## src/rtl/fifo_ctrl_flags.sv

```systemverilog
`default_nettype none
// ============================================================================
// Module      : fifo_ctrl_flags
// Description : Pointer and flag controller for a circular buffer held in an
//               external dual-port RAM. Produces RAM addresses, qualified
//               write/read strobes, full/empty, almost-full/almost-empty and
//               a registered occupancy count. Overflow/underflow attempts are
//               rejected without disturbing state.
//               Optional macro FIFO_CTRL_ERR_STICKY_EN adds sticky
//               overflow/underflow error flags with an err_clr input.
// Revision    : 1.0 - initial release
// ============================================================================
module fifo_ctrl_flags #(
    parameter int ADDR_WIDTH = 4,
    parameter int AF_LEVEL   = 2**ADDR_WIDTH - 1,
    parameter int AE_LEVEL   = 1
) (
    input  logic                  clk,
    input  logic                  reset,
`ifdef FIFO_CTRL_ERR_STICKY_EN
    input  logic                  err_clr,
`endif
    input  logic                  wr,
    input  logic                  rd,
    output logic                  w_en,
    output logic                  r_en,
    output logic [ADDR_WIDTH-1:0] w_addr,
    output logic [ADDR_WIDTH-1:0] r_addr,
    output logic                  full,
    output logic                  empty,
    output logic                  almost_full,
    output logic                  almost_empty,
`ifdef FIFO_CTRL_ERR_STICKY_EN
    output logic                  overflow,
    output logic                  underflow,
`endif
    output logic [ADDR_WIDTH:0]   count
);

    // Thresholds and increment sized to the pointer/count width.
    localparam logic [ADDR_WIDTH:0] c_af_level = (ADDR_WIDTH+1)'(AF_LEVEL);
    localparam logic [ADDR_WIDTH:0] c_ae_level = (ADDR_WIDTH+1)'(AE_LEVEL);
    localparam logic [ADDR_WIDTH:0] c_one      = (ADDR_WIDTH+1)'(1);

    // Pointers carry one extra wrap bit so full and empty are distinguishable.
    logic [ADDR_WIDTH:0] r_wr_ptr;
    logic [ADDR_WIDTH:0] r_rd_ptr;
    logic [ADDR_WIDTH:0] r_count;

    logic w_full;
    logic w_empty;
    logic w_wr_acc;
    logic w_rd_acc;

    // Flags derive purely from registered pointers; strobes gate requests with them.
    always_comb begin
        w_empty  = (r_wr_ptr == r_rd_ptr);
        w_full   = (r_wr_ptr[ADDR_WIDTH-1:0] == r_rd_ptr[ADDR_WIDTH-1:0]) &&
                   (r_wr_ptr[ADDR_WIDTH] != r_rd_ptr[ADDR_WIDTH]);
        w_wr_acc = wr & ~w_full;
        w_rd_acc = rd & ~w_empty;
    end

    assign w_en         = w_wr_acc;
    assign r_en         = w_rd_acc;
    assign full         = w_full;
    assign empty        = w_empty;
    assign w_addr       = r_wr_ptr[ADDR_WIDTH-1:0];
    assign r_addr       = r_rd_ptr[ADDR_WIDTH-1:0];
    assign count        = r_count;
    assign almost_full  = (r_count >= c_af_level);
    assign almost_empty = (r_count <= c_ae_level);

    // Advance pointers on accepted ops and track occupancy; reset discards contents.
    always_ff @(posedge clk) begin
        if (reset) begin
            r_wr_ptr <= '0;
            r_rd_ptr <= '0;
            r_count  <= '0;
        end else begin
            if (w_wr_acc) begin
                r_wr_ptr <= r_wr_ptr + c_one;
            end
            if (w_rd_acc) begin
                r_rd_ptr <= r_rd_ptr + c_one;
            end
            case ({w_wr_acc, w_rd_acc})
                2'b10:   r_count <= r_count + c_one;
                2'b01:   r_count <= r_count - c_one;
                default: r_count <= r_count;
            endcase
        end
    end

`ifdef FIFO_CTRL_ERR_STICKY_EN
    // Sticky error flags: a new error in the same cycle as err_clr keeps the flag set.
    always_ff @(posedge clk) begin
        if (reset) begin
            overflow  <= 1'b0;
            underflow <= 1'b0;
        end else begin
            if (wr && w_full) begin
                overflow <= 1'b1;
            end else if (err_clr) begin
                overflow <= 1'b0;
            end
            if (rd && w_empty) begin
                underflow <= 1'b1;
            end else if (err_clr) begin
                underflow <= 1'b0;
            end
        end
    end
`endif

endmodule
`default_nettype wire

```

## config.mk

```make
export PLATFORM = sky130hd
export DESIGN_NAME = fifo_ctrl_flags
export DESIGN_NICKNAME = d
export VERILOG_FILES = /design/src/rtl/fifo_ctrl_flags.sv
export SDC_FILE = /design/constraint.sdc
export NUM_CORES = 1
export LEC_CHECK = 0
export ABC_AREA = 1
export BUFFER_PORTS_ARGS = -buffer_cell sky130_fd_sc_hd__buf_2
export CAP_MARGIN = 20
export CORE_ASPECT_RATIO = 1.75
export CORE_UTILIZATION = 25
export DETAILED_ROUTE_END_ITERATION = 16
export SLEW_MARGIN = 25
export SYNTH_ARGS = -nofsm -noshare
export SYNTH_HDL_FRONTEND = slang
export SYNTH_SLANG_ARGS = --single-unit
```

## constraint.sdc

```tcl
create_clock -name clk -period 3.7 [get_ports clk]
set_clock_uncertainty 0.15 [all_clocks]
set_input_delay 0.74 -clock clk [delete_from_list [all_inputs] [get_ports clk]]
set_output_delay 0.74 -clock clk [all_outputs]
set_load 0.02 [all_outputs]
```

[Yosys cells after proc, flatten, opt, wreduce, memory -nomap -nowiden]
Index checks and enable logic that the tools add are counted.
W data, S select, Z words.
Operators by class
  add/sub/neg operators: 4
  order comparisons: 2
  equal/unequal tests: 5
  mux-type cells: 1
  bitwise logic cells: 4
  reduce and logical (&&, ||, !) cells: 2
Operators with widths (number)
  $add A5 B1 Y5 const B: 3
  $pmux W5 S2: 1
  $eq A5 B5 Y1: 1
  $ge A5 B4 Y1 const B: 1
  $le A5 B1 Y1 const B: 1
  $sub A5 B1 Y5 const B: 1
  $eq A4 B4 Y1: 1
  $and A1 B1 Y1: 2
  $eq A2 B1 Y1 const B: 1
  $eq A2 B2 Y1 const B: 1
  $not A1 Y1: 2
  $reduce_bool A2 Y1: 1
  $logic_and A1 B1 Y1: 1
  $ne A1 B1 Y1: 1
Word-level totals
  bits in registers: 15
  input port bits: 4

[Longest topological paths before layout]
  depth after elaboration: 6
  depth in mapped cells: 13
  depth with buffers taken out: 13

[Worst setup path after synthesis]
OpenSTA, ideal clock, no wires.
  path type: register to output
  from: register r_count[0], in the netlist count[0]
  to: output port almost_empty
  arrival time: 1366 ps
  data required time: 2810 ps
  path slack: 1444 ps
  stages on the path, launching flop included: 4
  buffers on the path: 0
  cells stage by stage: dfxtp_1 -> ha_1 -> a21oi_1 -> nor4_1
Between the ends
  cells in the longest elaborated chain, start to end: 1
RTL lines
  start, declared: RTL line 48  | logic [ADDR_WIDTH:0] r_count;
  start signal, assigned: RTL line 88  | 2'b10: r_count <= r_count + c_one;
  start signal, assigned: RTL line 89  | 2'b01: r_count <= r_count - c_one;
  start signal, assigned: RTL line 90  | default: r_count <= r_count;
  $le A5 B1 Y1: RTL line 72  | assign almost_empty = (r_count <= c_ae_level);
  end, declared: RTL line 32  | output logic almost_empty,
Every way passes these cells.

[Worst setup path after layout]
  from: register r_wr_ptr[3]
  to: output port r_en
Between the ends
  cells in the longest elaborated chain, start to end: 3
RTL lines
  start, declared: RTL line 46  | logic [ADDR_WIDTH:0] r_wr_ptr;
  start signal, assigned: RTL line 82  | r_wr_ptr <= r_wr_ptr + c_one;
  $eq A5 B5 Y1: RTL line 57  | w_empty = (r_wr_ptr == r_rd_ptr);
  $not A1 Y1: RTL line 61  | w_rd_acc = rd & ~w_empty;
  $and A1 B1 Y1: RTL line 61
  end, declared: RTL line 26  | output logic r_en,
Every way passes these cells.

==> results.md <==
- Setup_tns: 0 ns
- Antenna Cells: 0
- Routed Antenna Nets: 0
- Distinct cells, synth: 24
- Worst-path fanout max: 7
- Crit path cell chain: inv_1 > nand2_1 > nand2_2 > nor2_8 > nand3_4 > nand2_4 > inv_2 > buf_2
- Largest net degree at the start of global routing: 9
- Router iterations before antenna repair: 3
- WS Path Type: flip-flop to primary output
- Register Area: 300 um2
- Die area: 4600 um2
- Area of the multi-input gates: 629 um2
- Static leakage: 0.574 nW
- DRC violations left: 0
- Final min period: 2.45 ns
- Slowest library cell on the worst path: dfxtp_1
- Die width: 51.7 um
- Pins over their slew limit: 0
- CTS tree: done
- Seq/Total Area, Yosys: 27.8%
- FILL cells: 444
- Utilization after layout: 29.7%
- Root Driver: clkbuf_8
- Hpwl dp: 1860 um
- Cell Area, Synth: 1080 um2
- Slowest cell delay on critical path: 0.43 ns
- WHS: 0.381 ns
- Vias per inst: 4.29
- DR WL/cell: 11.0 um
- Slew HR: 81.9%
- Initial antenna violation count: 0
- H-Tree Depth: 1
- Actual slew at the worst max-slew pin: 0.271 ns
- Buffers on Ports: 22
- Clk_lat worst skew: 0.24 ns
- Synth async-reset ratio: 0%
- Initial Utilization: 26.0%
- Post-CTS Repair Setup Buffers: 0
- Max-cap violations: 0
- P&R area growth vs syn: 14.0%
- Tcrit/Tclk final: 66.2%
- RSZ-0062 raised after global routing: no
- Iteration-0 DRC Markers: 8
- FP Rows: 31
- Cell Count, Final, Fillers Out: 211
- Hold Buf Count CTS: 0
- Tot Pwr: 0.522 mW
- Highest Clock Rate: 0.408 GHz
- Hold Vio Cnt, Final: 0
- Synthesized net count: 156
- Syn Area/Cell: 7.46 um2
- DP Cell Count: 207
- Vias in the first global route: 841
- CP startpoint kind: flip-flop
- Layout cell share with drive strength beyond 1: 26.5%
- CTS clk-pin slew, worst paths: 0.06 ns
- Core area: 4150 um2
- Global route overflow: 0
- Synth area leader: dfxtp_1
- Total Wirelength: 2320 um
- Clk sink count: 15
- Post-synth EDFFs: 0
- NumNets Final: 174
- Ports: 23
- Maximum vdd drop: 0.184 mV
- YS warnings: 0
- PwrDens: 424 nW/um2
- CTS max path bufs: 2
- First-pass GRT wire length: 3820 um
- Commonest cells post-synth: nand2_1, inv_1, dfxtp_1, nand3_1, nor2_1
- Global Route Usage Sum: 11.1%
- Endpoints failing setup: 0
- DR vias: 905
- Hold Path Class: flip-flop to flip-flop
- Count leader, synth: nand2_1
- Crit. End Element: primary output
- Status: completed
- PostCTS Resize Cnt: 0
- #FFs+latches synth: 15
- Gpl congestion: 0.713
- Cells taking the most area after synthesis: dfxtp_1, ha_1, nand2_1
- WP data arrival: 1.56 ns
- Synth top area share: 27.8%
- CTS Buf Count: 3
- Predominant post-synthesis flop cell: dfxtp_1
- CP required: 2.81 ns
- Gate Count Post-Synth: 145
- Die Ht: 89.0 um
-- state kept, by name, indices dropped and copies added (netlist names) --
signal	count
count	5
r_wr_ptr	5
r_rd_ptr	5
-- stage by stage --
step / instance area (um2) / worst slack (ns)
final: 1230 / 1.25
after global routing: 1230 / 1.12
after CTS: 1230 / 1.23
after detailed placement: 1190 / 1.51
after global placement: 1190 / 1.51
after floorplan: 1080 / 1.44
-- cell usage in the layout, fill, tap and decap left out, drive strengths merged, types with 2 or more instances in the layout --
master	Yosys	final
nand2	26	26
inv	23	23
buf	9	22
nand3	17	17
dfxtp	15	15
nor2	14	14
a21oi	13	13
o21ai	7	7
ha	7	7
xor2	6	6
clkbuf	0	4
xnor2	3	3
nand3b	2	2
-- kinds of logic after synthesis --
family	after synthesis	synth area share [%]
fa+ha+maj	7	8.10
compound gates	20	11.0
buf+inv	32	14.0
flops	15	27.8
simple gates	62	31.1
xor+xnor	9	7.99
-- critical path, delay by kind of cell (launching register included) --
family / cells / cell delay, ns
buf+inv: 3 / 0.33
simple gates: 5 / 0.54
flops: 1 / 0.43
-- per-layer routing --
| metal | global-route usage [%] | share of wire [%] | vias up |
|---|---|---|---|
| met1 | 11.7 | 41 | 401 |
| met3 | 2.21 | 4.0 | 2 |
| met4 | 5.16 | 0.69 | 0 |
| met5 | 0 | 0 | - |
| li1 | - | - | 489 |
| met2 | 20.4 | 54 | 13 |
-- worst paths after layout --
kind | from | endpoint | slack [ns] | cells after the start
min | r_rd_ptr[3] | r_rd_ptr[3] | 0.38 | 2
max reg2reg | r_wr_ptr[3] | count[2] | 1.50 | 12
max | r_wr_ptr[3] | r_en | 1.25 | 8
min reg2reg | r_rd_ptr[3] | r_rd_ptr[3] | 0.38 | 2
-- where the power goes --
group | total (mW) | internal (mW) | switching [mW]
logic | 0.189 | 0.0666 | 0.122
registers | 0.199 | 0.177 | 0.0216
clock network | 0.135 | 0.0762 | 0.0585
-- cell type report --
class	instances	share of cell area, %
clock buffers	4	3.65
inverters	23	7.01
multi-input cells	98	51.1
flip-flops and latches	15	24.4
well taps	49	4.97
repair buffers	22	8.93
Note: power is estimated with default switching activity, not from simulation.
